File: config.mk
export PLATFORM = sky130hd
export DESIGN_NAME = p405s_ldsteerqueue
export DESIGN_NICKNAME = d
export VERILOG_FILES = /design/src/rtl/p405s_ldsteerqueue.sv
export SDC_FILE = /design/constraint.sdc
export NUM_CORES = 1
export LEC_CHECK = 0
export ABC_AREA = 1
export CAP_MARGIN = 25
export CORE_MARGIN = 5
export CORE_UTILIZATION = 30
export DETAILED_ROUTE_END_ITERATION = 8
export HOLD_SLACK_MARGIN = 0.12
export PLACE_DENSITY_LB_ADDON = 0.15
export REMOVE_ABC_BUFFERS = 1
export SLEW_MARGIN = 5
export SYNTH_ARGS = -nofsm -noshare
export SYNTH_HDL_FRONTEND = slang
export SYNTH_SLANG_ARGS = --single-unit
File: constraint.sdc
create_clock -name CB -period 2.3 [get_ports CB]
set_clock_uncertainty 0.15 [all_clocks]
set_input_delay 0.23 -clock CB [delete_from_list [all_inputs] [get_ports CB]]
set_output_delay 0.23 -clock CB [all_outputs]
set_load 0.01 [all_outputs]
File: src/rtl/p405s_ldsteerqueue.sv
// Load-steer descriptor queue: holds WB steering descriptors in issue order
// until their load data returns, with same-cycle bypass, flush and sticky
// overflow/underflow flags.
module p405s_ldsteerqueue #(
  parameter int DEPTH  = 4,
  parameter int DESC_W = 20,
  parameter int CNT_W  = 3
) (
  input  logic              CB,
  input  logic              rstL,
  input  logic              wbLdPush,
  input  logic [DESC_W-1:0] wbLdDesc,
  input  logic              ldDataRtn,
  input  logic              qFlush,
  input  logic              errClr,
  output logic [DESC_W-1:0] steerSel,
  output logic              steerSelVld,
  output logic              qEmpty,
  output logic              qFull,
  output logic [CNT_W-1:0]  qCount,
  output logic              qOvf,
  output logic              qUnf
);

  localparam int PTR_W = (DEPTH > 1) ? $clog2(DEPTH) : 1;
  localparam logic [PTR_W-1:0] PTR_LAST = PTR_W'(DEPTH - 1);
  localparam logic [CNT_W-1:0] CNT_FULL = CNT_W'(DEPTH);

  logic [DEPTH-1:0][DESC_W-1:0] entry;
  logic [PTR_W-1:0]             rdPtr, wrPtr;
  logic [PTR_W-1:0]             rdPtrNxt, wrPtrNxt;
  logic                         bypass, doWrite, doPop, ovfSet, unfSet;

  assign qEmpty = (qCount == '0);
  assign qFull  = (qCount == CNT_FULL);

  // Empty queue with push and return together: hand the descriptor straight through.
  assign bypass = qEmpty & wbLdPush & ldDataRtn;

  // A pop on a non-empty queue frees a slot, so a coincident push is legal even when full.
  assign doWrite = wbLdPush & ~qFlush & (ldDataRtn ? ~qEmpty : ~qFull);
  assign doPop   = ldDataRtn & ~qFlush & ~qEmpty;
  assign ovfSet  = wbLdPush & ~ldDataRtn & qFull & ~qFlush;
  assign unfSet  = ldDataRtn & ~wbLdPush & qEmpty & ~qFlush;

  // Explicit wrap so non-power-of-2 depths work.
  assign rdPtrNxt = (rdPtr == PTR_LAST) ? '0 : rdPtr + PTR_W'(1);
  assign wrPtrNxt = (wrPtr == PTR_LAST) ? '0 : wrPtr + PTR_W'(1);

  // Head descriptor (or bypassed push); zero when nothing is available.
  always_comb begin
    steerSel = '0;
    if (bypass)       steerSel = wbLdDesc;
    else if (!qEmpty) steerSel = entry[rdPtr];
  end

  assign steerSelVld = ldDataRtn & (~qEmpty | wbLdPush);

  // Pointer and occupancy update; flush overrides everything.
  always_ff @(posedge CB or negedge rstL) begin
    if (!rstL) begin
      rdPtr  <= '0;
      wrPtr  <= '0;
      qCount <= '0;
    end else if (qFlush) begin
      rdPtr  <= '0;
      wrPtr  <= '0;
      qCount <= '0;
    end else begin
      if (doWrite) wrPtr <= wrPtrNxt;
      if (doPop)   rdPtr <= rdPtrNxt;
      if (doWrite && !doPop)      qCount <= qCount + CNT_W'(1);
      else if (doPop && !doWrite) qCount <= qCount - CNT_W'(1);
    end
  end

  // Descriptor storage, written at the tail.
  always_ff @(posedge CB or negedge rstL) begin
    if (!rstL) begin
      entry <= '0;
    end else if (doWrite) begin
      for (int i = 0; i < DEPTH; i++)
        if (wrPtr == PTR_W'(i)) entry[i] <= wbLdDesc;
    end
  end

  // Sticky error flags; a new set event beats a coincident clear.
  always_ff @(posedge CB or negedge rstL) begin
    if (!rstL) begin
      qOvf <= 1'b0;
      qUnf <= 1'b0;
    end else begin
      if (ovfSet)      qOvf <= 1'b1;
      else if (errClr) qOvf <= 1'b0;
      if (unfSet)      qUnf <= 1'b1;
      else if (errClr) qUnf <= 1'b0;
    end
  end

endmodule
# == After elaboration in Yosys (flattened, before gate mapping) ==
# Cells that the tools add are included.
# totals
reg_bits,89
in_bits,26
out_inout_bits,28
wordCells,70
# classes
n_addsub,4
n_lt_le_gt_ge,1
n_eq_ne,5
mux,17
n_bitwise,19
reduce_logical,15
# op_table
cell,n
two-way mux 20 bit,3
binary-select mux 20 bit (select 2 bit),1
AND 1 bit,13
two-way mux 2 bit,6
two-way mux 3 bit,3
AND reduction 2 bit,4
nonzero test 2 bit,4
"equality test 2 bit, second input constant",3
inverter 1 bit,5
"adder 2 x 1 -> 2 bit, second input constant",2
two-way mux 1 bit,4
"adder 3 x 1 -> 3 bit, second input constant",1
"equality test 3 bit, second input constant",1
logical NOT 3 bit,1
"less-than comparator 2 x 3 -> 1 bit, second input constant",1
nonzero test 3 bit,1
"subtractor 3 x 1 -> 3 bit, second input constant",1
"equality test 2 x 1 -> 1 bit, second input constant",1
logical AND 1 bit,2
logical NOT 1 bit,2
logical NOT 2 bit,1
bitwise OR 1 bit,1

# == Longest topological paths before layout ==
# Gate-level depths: netlist of the first run.
# depth
word_depth,9
mapped_depth,12
mapped_depth_nobuf,12

# == Least setup slack after synthesis of the first run ==
# OpenSTA, ideal clock, no wires.
# synth_timing
path_type,flip-flop to flip-flop
from,register qCount[1]
to,register qCount[2]
setup_ps,116
t_arrival_ps,1734
t_required_ps,2034
slack_ps,300
path_stages_with_launch,12
path_buffers,0
synth_period_minus_slack_ps,2000
path_cell_list,dfrtp_1 -> nor2_4 -> nand3_2 -> nand4_1 -> inv_1 -> fa_1 -> xnor2_1 -> inv_1 -> nand2_1 -> nand2_1 -> nand2_1 -> nand2_1
# synth_via
elab_chain_len,7
word_cells_on_any_way,17
cone_classes,add/sub: 2; eq/ne: 1; mux: 4; bitwise: 4; reduce/logical: 6
# synth_lines
item,line,source
from (decl),20,"output logic [CNT_W-1:0] qCount,"
from (signal assigned),72,if (doWrite && !doPop) qCount <= qCount + CNT_W'(1);
from (signal assigned),73,else if (doPop && !doWrite) qCount <= qCount - CNT_W'(1);
equality test 3 bit or logical NOT 3 bit (tied branches),"35, 34",
"inverter 1 bit, on equally long branches","41, 42",
two-way mux 1 bit or AND 1 bit (tied branches),"41, 42",
AND 1 bit or logical NOT 1 bit (tied branches),"41, 72",
logical AND 1 bit or logical NOT 1 bit (tied branches),"72, 73",
two-way mux 3 bit or logical AND 1 bit (tied branches),"72, 73",
two-way mux 3 bit or nonzero test 3 bit (tied branches),--,
# Several ways; a longest one is shown, not always the timed one. The select of a mux whose other input is x is not followed.
# A chain may end at the register's enable or synchronous reset.

# == Worst setup path in the final report of the first run ==
# layout_timing
from,register qCount[0]
to,output steerSel[3]
# layout_via
elab_chain_len,4
word_cells_on_any_way,5
cone_classes,mux: 2; bitwise: 2; reduce/logical: 1
# layout_lines
item,line,source
logical NOT 3 bit (*),34,assign qEmpty = (qCount == '0);
AND 1 bit (2 in a row),38,assign bypass = qEmpty & wbLdPush & ldDataRtn;
two-way mux 20 bit (*),53,if (bypass) steerSel = wbLdDesc;
to (decl),16,"output logic [DESC_W-1:0] steerSel,"
# Every way passes the cells marked *; elsewhere a longest branch is shown, timed or not.

==> impl_metrics.toml, run 1 <==
[power]
seqPwrFrac = 0.348
power_switching_uw = 2786
p_per_area_nw_per_um2 = 1287
p_comb_frac = 0.462
internal-power_uw = 4542
ir_drop_mv = 0.5646
p_sw_frac = 0.3802
pwr-share-clk = 0.190
power.leakage_uw = 0.002742
finalPower_uw = 7328

[floorplan]
std_cell_rows = 45
fp.dieH_um = 132.8
fp.dieArea_sq_um = 17650
initial_utilization = 0.3023
coreArea_sq_um = 14980
die_w_um = 132.8
num_io_pins = 54

[job]
drv_cap = 0

[grt]
overflow = 0
grt_max_degree = 53
grt_pass1_wl_um = 20060
antenna_found_initial = 0
first_global_vias = 3700
grt_usage = 0.1427

[clock_tree]
cts.sinks = 89
root_buffer = "clkbuf_16"
cts_htree_levels = 3
cts.clk_slew.worst_paths_ns = 0.06
cts_tree = "yes"
clk_path_buf_depth = 2
cts_buffers = 9
clk_latency_ns = 0.34

[detailed_routing]
drc = 0
first_pass_iters = 5
drtAntennaViolNets = 0
routedWlPerCell_um = 15.76
drtIter0Drc = 249
via_per_inst = 4.829
wl_um = 12110
dr_total_vias = 3709

[sta]
layout_min_cycle_time_ns = 2.208
slew_violations = 0
setup_viol = 0
clock.fmax_mhz = 452.8
hold_viol = 0
maxSlewHeadroom = 0.7543
timing.final.ws_setup_ns = 0.09167
period_share = 0.9601
rsz0062_at_grt = "false"
worst_slew_pin_slew_ns = 0.3686

[placed_design]
gp_routability_congestion = 0.7668
dp_slack_ns = -0.05621
dp_cells = 747
place_hpwl_um = 7336
port-buffer-count = 53

[cells_and_area]
area_growth_pct = 25.76
final_common_cell = "nand2_1"
layout.nets = 608
diodes = 0
final_cells = 768
drive_gt1_frac = 0.1724
layout_common_cells = "nand2_1 (174), dfrtp_1 (89), o21ai_1 (46), nand3_1 (43)"
fillerInstances = 1508

[logic_synthesis]
synth_cell_types = 28
syn_area_sq_um = 4527
synth.avg_cell_area_sq_um = 8.824
ys_seq_area_frac = 0.4920
yosys_register_bits = 89
netlist_instances = 513
yosys_warnings = 0

[worst_setup_path]
crit_type = "flip-flop to primary output"
r2r_end = "qCount[2]"
arrival_ns = 1.83
reg2reg_slack_ns = 0.19
crit_required_ns = 1.92
crit_path_max_fanout = 10
worst_setup_path_start_kind = "flip-flop"
ff2ff_path_depth = 14
r2r_start = "qCount[0]"
endpoint_kind = "primary output"
crit_start = "qCount[0]"

[status]
outcome = "complete, no violations"

[hold_path]
hold_class = "primary input to asynchronous set/reset pin"
## timing repair
action / 4_1_cts / 5_1_grt
endpoints found under the hold margin: 89 / 0
pin swaps: 2 / 1
resized for setup: 24 / 3
buffers inserted: 4 / 0
hold buffers: 1 / 0
setup endpoints to repair: 21 / 3
cloned: 1 / 0
## worst max-delay path by stage
stage | endpoint | slack (ns) | cells past startpoint
2_1_floorplan | steerSel[0] | -0.15 | 4
3_3_place_gp | qCount[2] | -0.002 | 13
3_5_place_dp | qCount[2] | -0.06 | 13
4_1_cts | qEmpty | 0.03 | 6
5_1_grt | steerSel[6] | 0.02 | 7
6_report | steerSel[3] | 0.09 | 7
## sequential cells by signal, summed over array words and instances, names as in the netlist
name,cells
entry,80
wrPtr,2
qUnf,1
qCount,3
qOvf,1
rdPtr,2
## logic make-up after synthesis
kind of cell / count (synthesis) / share of synthesized area
AO/OA/AOI/OAI: 111 / 0.1769
adder cells (fa/ha/maj): 6 / 0.01824
XOR/XNOR: 1 / 0.001935
flip-flops: 89 / 0.4920
AND/OR/NAND/NOR: 234 / 0.2228
buffers and inverters: 72 / 0.08817
## per-stage QoR
step                instance area, sq um  setup TNS (ns)  utilization  hold WS, ns
CTS                                 5680               0       0.3793       0.1673
floorplan                           4279          -3.064            -      -0.2156
detailed placement                  5340        -0.05621       0.3566     -0.03086
global placement                    5340       -0.001605       0.3566     -0.03523
finish                              5693               0       0.3801       0.1602
global route                        5693               0       0.3801       0.1909
## layout make-up
class | count | area, sq um | area share
sequential | 89 | 2227 | 0.3912
clock inverter | 3 | 15.01 | 0.002637
clock buffer | 12 | 266.5 | 0.04681
multi-input combinational | 352 | 1918 | 0.3369
tap | 188 | 235.2 | 0.04132
inverter | 39 | 151.4 | 0.02659
timing repair buffer | 85 | 879.6 | 0.1545
## cells in the mapped netlist
cell type | n | share of area
a21boi_0 | 1 | 0.0017
a21oi_1 | 2 | 0.0022
a32o_1 | 20 | 0.044
buf_2 | 9 | 0.0099
buf_4 | 2 | 0.0033
buf_6 | 14 | 0.035
clkbuf_1 | 8 | 0.0066
dfrtp_1 | 89 | 0.49
fa_1 | 1 | 0.0044
ha_1 | 5 | 0.014
inv_1 | 37 | 0.031
inv_2 | 1 | 0.00083
inv_6 | 1 | 0.0019
nand2_1 | 174 | 0.14
nand2_2 | 2 | 0.0028
nand2_4 | 4 | 0.0099
nand3_1 | 43 | 0.048
nand3_2 | 2 | 0.0044
nand3_4 | 1 | 0.0039
nand4_1 | 2 | 0.0028
nor2_1 | 4 | 0.0033
nor2_2 | 1 | 0.0014
nor2_4 | 1 | 0.0025
o21ai_0 | 5 | 0.0055
o21ai_1 | 45 | 0.050
o21ai_2 | 37 | 0.072
o32ai_1 | 1 | 0.0019
xnor2_1 | 1 | 0.0019
## worst max-delay path, cell delays in order (launching register included)
cell           delay, ns
dfrtp_1             0.41
nor2_4              0.14
nand3_2             0.11
nor2_4              0.15
buf_4               0.14
buf_12              0.14
a32o_1              0.14
dlygate4sd2_1       0.27
## routing by layer
layer	part of all wire	global-route usage
met1	0.48	0.2017
met2	0.47	0.2232
met3	0.037	0.02281
met4	0.012	0.04734
met5	0	0
## power by group through the flow
stage	Sequential (uW)	Combinational, uW	Clock (uW)
finish	2550	3390	1390
global route	2630	3770	1500
CTS	2550	3440	1440
detailed placement	2570	3530	0
global placement	2550	3490	0
floorplan	2600	1910	0
Power figures use the tool's default switching activity.
==> inputs of run 2 (changes only) <==
Settings changed: CTS_CLUSTER_DIAMETER from default to 60.
==> results of run 2 <==
The final DEF is identical to that of run 1; final timing and power are the same.
